`config.mk`:
```
export PLATFORM = sky130hd
export DESIGN_NAME = inv_mix_columns_iter
export DESIGN_NICKNAME = d
export VERILOG_FILES = /design/src/rtl/inv_mix_columns_iter.sv
export SDC_FILE = /design/constraint.sdc
export NUM_CORES = 1
export LEC_CHECK = 0
export CAP_MARGIN = 20
export CORE_UTILIZATION = 52
export CTS_BUF_LIST = sky130_fd_sc_hd__clkbuf_16
export DETAILED_ROUTE_END_ITERATION = 10
export PLACE_DENSITY_LB_ADDON = 0.05
export SLEW_MARGIN = 10
export SYNTH_ARGS = -nofsm -noshare
export SYNTH_HDL_FRONTEND = slang
export SYNTH_SLANG_ARGS = --single-unit
```
`constraint.sdc`:
```
create_clock -name clk -period 9.75 [get_ports clk]
set_clock_uncertainty 0.1 [all_clocks]
set_input_delay 1.4625 -clock clk [delete_from_list [all_inputs] [get_ports clk]]
set_output_delay 1.4625 -clock clk [all_outputs]
set_load 0.005 [all_outputs]
```
`src/rtl/inv_mix_columns_iter.sv`:
```
// AES InvMixColumns with valid/ready handshakes: one column per cycle by default.
// Define INV_MIX_COLUMNS_PARALLEL_EN to transform all four columns in a single COMPUTE cycle.
module inv_mix_columns_iter (
  input  logic         clk,
  input  logic         rst,
  input  logic         in_valid,
  output logic         in_ready,
  input  logic [127:0] in_data,
  output logic         out_valid,
  input  logic         out_ready,
  output logic [127:0] out_data,
  output logic         busy
);

  localparam int unsigned DW = 128;
  localparam int unsigned CW = 32;

  typedef enum logic [1:0] {IDLE, COMPUTE, DONE} state_t;

  state_t          state, state_n;
  logic [DW-1:0]   work, work_n;
`ifndef INV_MIX_COLUMNS_PARALLEL_EN
  logic [1:0]      cnt, cnt_n;
  logic [1:0]      col_idx;
`endif

  // Multiply by x in GF(2^8) modulo 0x11B.
  function automatic logic [7:0] xtime(input logic [7:0] a);
    return {a[6:0], 1'b0} ^ (a[7] ? 8'h1b : 8'h00);
  endfunction

  // One column; row 0 sits in the top byte.
  function automatic logic [CW-1:0] inv_col(input logic [CW-1:0] c);
    logic [7:0] a [4];
    logic [7:0] x2, x4, x8;
    logic [7:0] m9 [4];
    logic [7:0] mb [4];
    logic [7:0] md [4];
    logic [7:0] me [4];
    for (int i = 0; i < 4; i++) begin
      a[i]  = c[CW-1-8*i -: 8];
      x2    = xtime(a[i]);
      x4    = xtime(x2);
      x8    = xtime(x4);
      m9[i] = x8 ^ a[i];
      mb[i] = x8 ^ x2 ^ a[i];
      md[i] = x8 ^ x4 ^ a[i];
      me[i] = x8 ^ x4 ^ x2;
    end
    return {me[0] ^ mb[1] ^ md[2] ^ m9[3],
            m9[0] ^ me[1] ^ mb[2] ^ md[3],
            md[0] ^ m9[1] ^ me[2] ^ mb[3],
            mb[0] ^ md[1] ^ m9[2] ^ me[3]};
  endfunction

`ifndef INV_MIX_COLUMNS_PARALLEL_EN
  // Column 0 lives in the top word of the state.
  assign col_idx = 2'd3 - cnt;
`endif

  // Next-state and working-register update.
  always_comb begin
    state_n = state;
    work_n  = work;
`ifndef INV_MIX_COLUMNS_PARALLEL_EN
    cnt_n   = cnt;
`endif
    case (state)
      IDLE: begin
        if (in_valid) begin
          work_n  = in_data;
`ifndef INV_MIX_COLUMNS_PARALLEL_EN
          cnt_n   = 2'd0;
`endif
          state_n = COMPUTE;
        end
      end
      COMPUTE: begin
`ifdef INV_MIX_COLUMNS_PARALLEL_EN
        for (int c = 0; c < 4; c++) begin
          work_n[CW*c +: CW] = inv_col(work[CW*c +: CW]);
        end
        state_n = DONE;
`else
        work_n[{col_idx, 5'b0} +: CW] = inv_col(work[{col_idx, 5'b0} +: CW]);
        if (cnt == 2'd3) begin
          state_n = DONE;
        end else begin
          cnt_n = cnt + 2'd1;
        end
`endif
      end
      DONE: begin
        if (out_ready) begin
          state_n = IDLE;
        end
      end
      default: state_n = IDLE;
    endcase
  end

  // State register; handshake flags are decoded from the next state so they are registered.
  always_ff @(posedge clk) begin
    if (rst) begin
      state     <= IDLE;
      work      <= '0;
`ifndef INV_MIX_COLUMNS_PARALLEL_EN
      cnt       <= 2'd0;
`endif
      in_ready  <= 1'b1;
      out_valid <= 1'b0;
      busy      <= 1'b0;
    end else begin
      state     <= state_n;
      work      <= work_n;
`ifndef INV_MIX_COLUMNS_PARALLEL_EN
      cnt       <= cnt_n;
`endif
      in_ready  <= (state_n == IDLE);
      out_valid <= (state_n == DONE);
      busy      <= (state_n != IDLE);
    end
  end

  assign out_data = work;

endmodule
```
# == After elaboration in Yosys (flattened, before gate mapping) ==
# Cells that the tools add are included.
# totals
romBits,0
ramBits,0
memories,0
word_cells,94
latch_bits,0
register_bits,135
inputBits,132
# op_classes
n_div,0
addsub,3
bitwise_logic,48
mul,0
shifts,3
eq_ne,6
n_lt_le_gt_ge,0
reduce_logical,6
muxes,22
# ops
cell,count
8-bit XOR,36
128-bit one-hot mux with 2 select lines,1
128-bit bitwise mux,1
128-bit two-way mux,1
32-bit by 9-bit variable shift with 128-bit output (first input constant),1
128-bit by 8-bit indexed part select with 32-bit output,1
32-bit by 9-bit indexed part select with 128-bit output,1
8-bit by 5-bit XOR with 8-bit output,12
5-bit two-way mux,12
2-bit two-way mux,5
7-bit negation with 9-bit output,1
2-bit equality test (second input constant),3
2-bit one-hot mux with 3 select lines,1
2-bit logical NOT,2
2-bit != test (second input constant),2
2-bit one-hot mux with 2 select lines,1
2-bit nonzero test,2
3-bit AND reduction,1
2-bit by 1-bit adder with 2-bit output (second input constant),1
2-bit by 1-bit equality test with 1-bit output (second input constant),1
2-bit AND reduction,1
2-bit subtractor (first input constant),1

# == Logic depth before layout (Yosys ltp) ==
# Gate-level depths: netlist of run 1.
# logic_depth
depth_word,16
mapped_depth,11
depth_no_buf,8

# == Worst setup path after synthesis of run 1 ==
# Ideal clock, no wire load.
# synth_timing
path_type,register -> register
startpoint,register cnt[0]
endpoint,"register work[108], in the netlist out_data[108]"
synth_period_minus_slack_ps,3087
path_slack_ps,6663
arrival_time_ps,2911
stages_incl_launch_ff,10
n_path_buf,2
t_required_ps,9574
cell_sequence,dfxtp_1 buf_6 mux4_2 buf_6 xor2_2 xnor2_1 xnor3_2 xnor3_1 or2_1 o22ai_1
# synth_via
elab_chain_cells,14
word_cells_on_any_way,67
# synth_lines
item,line_no,rtl
from (decl),23,"logic [1:0] cnt, cnt_n;"
from (signal assigned),117,cnt <= cnt_n;
2-bit subtractor (*),58,assign col_idx = 2'd3 - cnt;
128-bit by 8-bit indexed part select with 32-bit output,85,"work_n[{col_idx, 5'b0} +: CW] = inv_col(work[{col_idx, 5'b0} +: CW]);"
8-bit by 5-bit XOR with 8-bit output or 5-bit two-way mux (tied branches) (2 in a row),29,"return {a[6:0], 1'b0} ^ (a[7] ? 8'h1b : 8'h00);"
5-bit two-way mux or 8-bit by 5-bit XOR with 8-bit output (tied branches),29,
8-bit by 5-bit XOR with 8-bit output,29,
8-bit XOR (on tied branches) (2 in a row),"46, 47, 48",
8-bit XOR (on tied branches) (3 in a row),-,
32-bit by 9-bit indexed part select with 128-bit output,85,
128-bit bitwise mux (*),85,
128-bit one-hot mux with 2 select lines (*),68,case (state)
to (signal assigned),115,work <= work_n;
to (decl),21,"logic [DW-1:0] work, work_n;"
# Mark *: on every way between the ends. The rest lies on a longest branch, timed or not.
# A chain may end at the register's enable or synchronous reset.

# == Final worst setup path of run 1 ==
# layout_timing
startpoint,register cnt[0]
endpoint,"register work[22], in the netlist out_data[22]"
# Same word-level chain as after synthesis.

==> results.cfg, run 1 <==
[global_route]
grt_pass1_wl_mm = 51.8
gr-total-overflow = 0
grt_max_degree = 75
grtUsageTotal = 0.396
grt_pass1_vias = 8600
antenna_found_initial = 2

[floorplanning]
die_h_microns = 132
start_util = 0.541
io_pins = 263
die_w_microns = 132
row_count = 46
core_sq_mm = 0.0161
die_area_sq_mm = 0.0173

[worst_hold_path]
hold_start = out_data[84]
holdPathStages = 2
hp-class = reg -> reg

[sta]
fmax_ghz = 0.233
slew_headroom = 0.223
setup_tns_ns = 0
post-route-min-period_ns = 4.30
setup_viol = 0
rsz0062_at_grt = no
tightestPinTransition_ns = 1.17
period_share = 0.441
final_hold_viol_count = 0
timing.final.max_slew_violations = 0

[drt]
drc = 0
antenna_left = 0
vias = 8713
first_pass_iters = 8
drt_wl_total_mm = 34.3
drt_iter0_drc = 956
routedWlPerCell_microns = 25.7
vias_per_cell = 6.52

[synthesis]
yosysSeqAreaShare = 0.310
synth_fp_nets = 1037
ys_ff_latch = 135
ys_types = 44
synth_warnings = 0
avgSynthCellArea_sq_um = 9.68
synth-edff-count = 0
synth_ff_type = dfxtp_1
syn_inst = 901
synthesis.area_sq_mm = 0.00872
synthArstFlopShare = 0

[placed_design]
gp_congestion = 1.02
dpl.cell_count = 1305
portBuffers = 262
dp_hpwl_mm = 24.0

[clock_network]
clk_pin_slew_worst_paths_ns = 0.06
htreeDepth = 4
cts_hold_buf = 0
insertion_delay_ns = 0.43
cts_resized = 0
cts-root-buf = clkbuf_16
cts_sinks = 135
cts_tree = yes
clock_path_buffers = 2
post_cts_buffers = 0
cts_buffers = 17

[critical_path]
reg2reg_depth = 8
cp.arrival_ns = 4.47
crit_fanout = 23
r2r-start = cnt[0]
worstSetupEndpointType = flop
crit_type = reg -> reg
cp.required_ns = 9.92
cp-startpoint = cnt[0]
crit_path_start_kind = flop

[power_and_ir_drop]
p_leak_nw = 4.35
ir_drop_uv = 312
p_per_area_mw_per_mm2 = 341

[outcome]
status = finished clean

[cells_and_area]
drive_gt1_frac = 0.0983
area_delta_synth_final_pct = 36.3
fillCellCount = 1180
layoutNonFillerInstCount = 1337
final_nets = 1244

[run]
max-cap-violations = 0
[through the flow]
| step | utilization | instance area, sq um | power [mW] | worst slack (ns) | hold WS, ns |
|---|---|---|---|---|---|
| 5_1_grt | 0.738 | 11900 | 4.20 | 5.31 | 0.406 |
| 2_1_floorplan | - | 8720 | 2.61 | 6.66 | 0.372 |
| 3_5_place_dp | 0.707 | 11400 | 3.41 | 5.52 | 0.376 |
| 6_report | 0.738 | 11900 | 4.05 | 5.45 | 0.385 |
| 3_3_place_gp | 0.705 | 11400 | 3.39 | 5.54 | 0.366 |
| 4_1_cts | 0.737 | 11900 | 3.99 | 5.49 | 0.384 |
[final cells by class]
type,count,area (sq um),area share
sequential,135,2710,0.228
inverter,6,22.5,0.00189
clock inverter,13,68.8,0.00579
antenna,2,5.00,0.000421
tap,216,270,0.0227
multi-input combinational,669,5620,0.473
clock buffer,17,425,0.0358
timing repair buffer,279,2770,0.233
[cells in the mapped netlist (20+ instances only)]
master / number / area share
a221oi_1: 100 / 0.10
nand3_1: 20 / 0.011
nor3_1: 102 / 0.059
nor2_1: 114 / 0.049
xor2_1: 31 / 0.031
xnor3_1: 24 / 0.062
a31oi_1: 20 / 0.014
mux4_2: 29 / 0.075
clkbuf_1: 65 / 0.028
xnor2_1: 99 / 0.099
nand2_1: 46 / 0.020
dfxtp_1: 135 / 0.31
[metal layers]
layer,vias to the layer above,GRT usage,share of wire
li1,3720,-,-
met1,4157,0.509,0.38
met2,728,0.632,0.47
met3,108,0.0988,0.11
met4,0,0.169,0.036
met5,-,0,0
[path summary, 6_finish.rpt]
kind / to / slack (ns)
max: out_data[22] / 5.45
min: out_data[84] / 0.39
max reg2reg: out_data[22] / 5.45
min reg2reg: out_data[84] / 0.39
[worst max-delay path: stages (launching register included)]
cell,delay [ns]
dfxtp_2,0.78
buf_4,0.49
mux4_2,0.75
xnor3_1,0.41
xnor2_1,0.41
xnor3_1,0.51
xnor2_1,0.21
a221oi_1,0.37
nor3_1,0.10
[registers in the layout, summed over array words and instances (netlist names)]
name	count
cnt	2
out_data	128
out_valid	1
in_ready	1
busy	1
state	2
[cell families (layout without fill, tap and decap cells)]
| family | count (synthesis) | in the layout | synth area share |
|---|---|---|---|
| mux | 32 | 32 | 0.0839 |
| xor+xnor | 185 | 185 | 0.261 |
| other cells | 0 | 2 | 0 |
| simple gates | 293 | 293 | 0.148 |
| fa+ha+maj | 4 | 4 | 0.00574 |
| buf+inv | 97 | 315 | 0.0529 |
| compound gates | 155 | 155 | 0.140 |
| flops | 135 | 135 | 0.310 |
[cells in the final DEF (no fill, tap or decap), drive strengths merged, types with 2 or more instances in the layout]
master,count
a22oi,3
ha,4
xnor2,117
or2,2
diode,2
nand2b,3
dfxtp,135
mux4,32
nor2,114
nor3,102
nand2,46
xor3,2
clkinv,7
clkinvlp,3
nand3,20
o21ai,8
o32ai,3
xor2,38
clkdlybuf4s50,261
a21o,5
a21oi,12
a31oi,20
xnor3,28
inv,9
a221oi,100
buf,18
clkbuf,17
[report_power, final]
part / leakage [nW] / internal (mW) / switching, mW
clock network: 0.243 / 0.315 / 0.246
registers: 1.12 / 0.619 / 0.0674
logic: 2.99 / 1.22 / 1.58
Note: power is estimated with default switching activity, not from simulation.
==> run 2, diff against run 1 <==
--- a/config.mk
+++ b/config.mk
@@ -6,7 +6,7 @@
 export NUM_CORES = 1
 export LEC_CHECK = 0
 export CAP_MARGIN = 20
-export CORE_UTILIZATION = 52
+export CORE_UTILIZATION = 44
 export CTS_BUF_LIST = sky130_fd_sc_hd__clkbuf_16
 export DETAILED_ROUTE_END_ITERATION = 10
 export PLACE_DENSITY_LB_ADDON = 0.05
==> constraint.sdc (replaced) <==
create_clock -name clk -period 3.9 [get_ports clk]
set_clock_uncertainty 0.1 [all_clocks]
set_input_delay 0.585 -clock clk [delete_from_list [all_inputs] [get_ports clk]]
set_output_delay 0.585 -clock clk [all_outputs]
set_load 0.005 [all_outputs]
==> run 2 against run 1 <==
Critical path depth stayed put; via count is 1.4% lower; final cell count up 5.2%; utilization fell by 11 points; largest power group unchanged; hold slack gained 0.0020 ns; worst setup slack got worse by 5.1 ns; power rose to 2.7 times the previous value; register-to-register slack got worse by 5.1 ns; fmax rose by 23%; sequential power grew 150%; sequential cell count unchanged; global-route usage shrank 4.9 points.
==> results.cfg, run 2 (synthesis gave the netlist of run 1 again) <==
[power_and_ir_drop]
p_sw_frac = 0.469
ir_drop_uv = 660
p_seq_frac = 0.157
p_leak_nw = 4.51
p_clk_frac = 0.155
p_per_area_mw_per_mm2 = 887
p_sw_mw = 5.09
power_frac_comb = 0.688
p_int_mw = 5.77

[critical_path]
slowest_delay_ns = 0.75
cp.depth = 8
cpMostUsedCell = xnor2_1
cp.arrival_ns = 3.75
crit_type = reg -> reg
crit_path_start_kind = flop
reg2reg_depth = 8
cp.required_ns = 4.15
crit_family = XOR/XNOR gates
crit_buf_inv = 1
crit_slowest_cell = mux4_2
crit_fanout = 22
crit_chain = buf_4 > mux4_2 > xnor2_2 > xnor2_1 > xnor3_1 > xnor2_1 > a221oi_1 > nor3_1
worstSetupEndpointType = flop

[sta]
fin_ws_ns = 0.399
setup_tns_ns = 0
post-route-min-period_ns = 3.50
slew_headroom = 0.398
setup_viol = 0
final_hold_viol_count = 0
timing.final.max_slew_violations = 0
rsz0062_at_grt = no
tightestPinTransition_ns = 0.903
fmax_ghz = 0.286
period_share = 0.898

[drt]
vias = 8595
first_pass_iters = 6
antenna_left = 0
drt_iter0_drc = 1036
vias_per_cell = 6.11
routedWlPerCell_microns = 24.9
drc = 0
drt_wl_total_mm = 35.0

[placed_design]
pre_cts_ws_ns = 0.471
dpl.cell_count = 1374
place_area_sq_mm = 0.0116
dp_hpwl_mm = 25.4
portBuffers = 262
gp_congestion = 0.924

[clock_network]
cts-root-buf = clkbuf_16
post_cts_buffers = 0
cts_resized = 0
clock_path_buffers = 2
clk_pin_slew_worst_paths_ns = 0.07
cts_sinks = 135
cts_tree = yes
cts_buffers = 17
cts_hold_buf = 0
insertion_delay_ns = 0.43
htreeDepth = 4

[worst_hold_path]
holdPathStages = 2
hp-class = reg -> reg

[cells_and_area]
diodes = 0
final_cell_area_sq_mm = 0.0122
multi_input_area_sq_mm = 0.00562
fillCellCount = 1617
final_nets = 1264
drive_gt1_frac = 0.121
final_common_cell = clkdlybuf4s50_1
largest_register_ffs = 128
regArea_sq_mm = 0.00271
layout_common_cells = 261 x clkdlybuf4s50_1, 133 x dfxtp_1, 114 x nor2_1
layoutNonFillerInstCount = 1406
area_delta_synth_final_pct = 40.2

[floorplanning]
die_area_sq_mm = 0.0204
io_pins = 263
row_count = 51
core_sq_mm = 0.0195
die_w_microns = 143
die_h_microns = 143
start_util = 0.448

[outcome]
status = finished clean

[global_route]
grt_pass1_wl_mm = 51.7
grt_max_degree = 78
grtUsageTotal = 0.348
gr-total-overflow = 0
grt_pass1_vias = 8309
antenna_found_initial = 1

[run]
max-cap-violations = 0
==> run 2: cell count changes in the layout (fill, tap and decap cells not counted), moves of 2 or more <==
cell and change:
clkinv_8 +2, inv_6 +6, buf_4 +17, inv_8 +4, diode_2 -2, clkinv_2 -2
inv_1 -2, buf_12 +4, clkinv_1 -4, clkinvlp_4 -3
==> run 2: final timing paths <==
path / end / from / slack, ns
worst max-delay path: out_data[54] / cnt[1] / 0.40
worst min-delay path: out_data[116] / out_data[116] / 0.39
worst max register to register: out_data[54] / cnt[1] / 0.40
worst min register to register: out_data[116] / out_data[116] / 0.39
==> run 2: layer usage <==
metal,share of wire,global-route usage
met5,0,0
met4,0.032,0.118
met3,0.095,0.0624
met2,0.46,0.535
met1,0.41,0.489
==> run 2: power by group through the flow <==
stage | combinational (mW) | sequential, mW | clock, mW
after floorplan | 4.85 | 1.69 | 0
after global placement | 7.24 | 1.73 | 0
after detailed placement | 7.23 | 1.73 | 0
after CTS | 7.29 | 1.70 | 1.68
after global routing | 7.74 | 1.72 | 1.74
final | 7.47 | 1.70 | 1.68
==> run 2: worst reg2reg max path, delay by kind of cell, from the launching register on <==
kind	cells	cell delay, ns
and+or+nand+nor	1	0.25
xor gates and xnor gates	4	1.53
DFF	1	0.33
AOI/OAI and AO/OA	1	0.14
buffers and inverters	1	0.31
muxes	1	0.76
==> run 2: area by class of cell <==
type	instances	area share
flip-flops and latches	135	0.221
multi-input cells	669	0.460
inverters	6	0.00184
well taps	265	0.0271
repair buffers	299	0.241
clock inverters	15	0.0142
clock buffers	17	0.0348
==> run 2: per-stage QoR <==
stage | hold slack [ns] | power (mW) | util
after global placement | 0.369 | 8.97 | 0.598
after global routing | 0.416 | 11.2 | 0.628
final | 0.387 | 10.9 | 0.628
after detailed placement | 0.381 | 8.95 | 0.598
after floorplan | 0.372 | 6.53 | -
after CTS | 0.391 | 10.7 | 0.628
==> run 3, diff against run 2 <==
--- a/config.mk
+++ b/config.mk
@@ -9,6 +9,7 @@
 export CORE_UTILIZATION = 44
 export CTS_BUF_LIST = sky130_fd_sc_hd__clkbuf_16
 export DETAILED_ROUTE_END_ITERATION = 10
+export GPL_TIMING_DRIVEN = 0
 export PLACE_DENSITY_LB_ADDON = 0.05
 export SLEW_MARGIN = 10
 export SYNTH_ARGS = -nofsm -noshare
==> run 3 against run 2 <==
Power grew 2.3%; critical endpoint is now out_data[117]; utilization increased by 0.37 points; sequential power about the same; worst setup slack worse by 0.29 ns; critical path type unchanged.
==> results.cfg, run 3 (synthesis gave the netlist of run 1 again) <==
[critical_path]
worstSetupEndpointType = flop
r2r_end = out_data[117]
reg2reg_depth = 10
cp.arrival_ns = 4.00
crit_fanout = 10
crit_type = reg -> reg
cp-startpoint = cnt[1]
crit_end = out_data[117]
cp.required_ns = 4.10
r2r-start = cnt[1]
crit_path_start_kind = flop
rrSetupSlack_ns = 0.10

[sta]
setup_tns_ns = 0
fmax_ghz = 0.263
hold_slack_ns = 0.377
slew_headroom = 0.338
final_hold_viol_count = 0
setup_viol = 0
fin_ws_ns = 0.104
post-route-min-period_ns = 3.80
tightestPinTransition_ns = 0.993
timing.final.max_slew_violations = 0
period_share = 0.973

[clock_network]
cts_hold_buf = 0
cts-root-buf = clkbuf_16
cts_resized = 2
clk_pin_slew_worst_paths_ns = 0.07
insertion_delay_ns = 0.45
cts_sinks = 135
post_cts_buffers = 0
cts_tree = yes
clock_path_buffers = 2
cts_buffers = 17
htreeDepth = 4

[power_and_ir_drop]
p_seq_frac = 0.152
finalPower_mw = 11.1
p_leak_nw = 4.52
p_clk_frac = 0.146
power_frac_comb = 0.702
p_int_mw = 5.67
p_per_area_mw_per_mm2 = 903
p_sw_mw = 5.44
p_sw_frac = 0.490
ir_drop_uv = 874

[floorplanning]
die_w_microns = 143
io_pins = 263
die_area_sq_mm = 0.0204
start_util = 0.448
row_count = 51
die_h_microns = 143
core_sq_mm = 0.0195

[drt]
drt_iter0_drc = 1085
antenna_left = 0
routedWlPerCell_microns = 27.8
first_pass_iters = 9
vias = 9168
drt_wl_total_mm = 40.5
drc = 0
vias_per_cell = 6.28

[placed_design]
dp_hpwl_mm = 30.0
pre_cts_ws_ns = -0.0561
dpl.cell_count = 1427
place_area_sq_mm = 0.0117
gp_congestion = 0.975
portBuffers = 261

[worst_hold_path]
hp-class = reg -> reg
holdPathStages = 2

[global_route]
grtUsageTotal = 0.400
antenna_found_initial = 1
grt_pass1_wl_mm = 57.2
gr-total-overflow = 0
grt_max_degree = 17
grt_pass1_vias = 8709

[cells_and_area]
layoutNonFillerInstCount = 1460
final_nets = 1317
final_cell_area_sq_mm = 0.0123
final_util = 0.632
drive_gt1_frac = 0.101
area_delta_synth_final_pct = 41.0
final_common_cell = clkdlybuf4s50_1
largest_register_ffs = 128
layout_common_cells = 261 x clkdlybuf4s50_1, 135 x dfxtp_1, 114 x nor2_1

[outcome]
status = finished clean

[run]
max-cap-violations = 0
run 3: critical path, stage by stage (launching register included):
cell and delay (ns):
dfxtp_1 0.37, buf_4 0.24, clkbuf_4 0.37, mux4_2 0.40, buf_2 0.27, xnor2_4 0.31, xor2_1 0.46, xnor2_1 0.21
xnor3_1 0.49, a221oi_1 0.32, nor3_1 0.08
run 3: routing by layer:
metal	wire length, microns	GRT usage	up-vias
li1	-	-	3854
met2	18000	0.609	786
met4	2110	0.195	0
met3	5440	0.134	143
met1	14900	0.508	4385
met5	0	0	-
run 3: power by group through the flow:
stage,sequential [mW],combinational [mW],clock [mW]
6_report,1.69,7.80,1.62
3_5_place_dp,1.71,7.25,0
3_3_place_gp,1.71,7.23,0
2_1_floorplan,1.69,4.85,0
4_1_cts,1.69,7.39,1.60
5_1_grt,1.70,8.02,1.66
run 3: layout make-up:
class,count,area (sq um)
Clock buffer,17,425
Fill cell,1662,7160
Tap cell,265,332
Clock inverter,15,144
Antenna cell,1,2.50
Sequential cell,135,2700
Inverter,6,22.5
Timing Repair Buffer,261,2610
Buffer,91,444
Multi-Input combinational cell,669,5620
run 3: how the worst min path moves through the flow:
stage | slack, ns | start | endpoint
finish | 0.38 | out_data[100] | out_data[100]
global route | 0.41 | out_data[100] | out_data[100]
CTS | 0.38 | out_data[100] | out_data[100]
detailed placement | 0.38 | out_data[100] | out_data[100]
global placement | 0.37 | out_data[100] | out_data[100]
floorplan | 0.37 | out_data[52] | out_data[52]
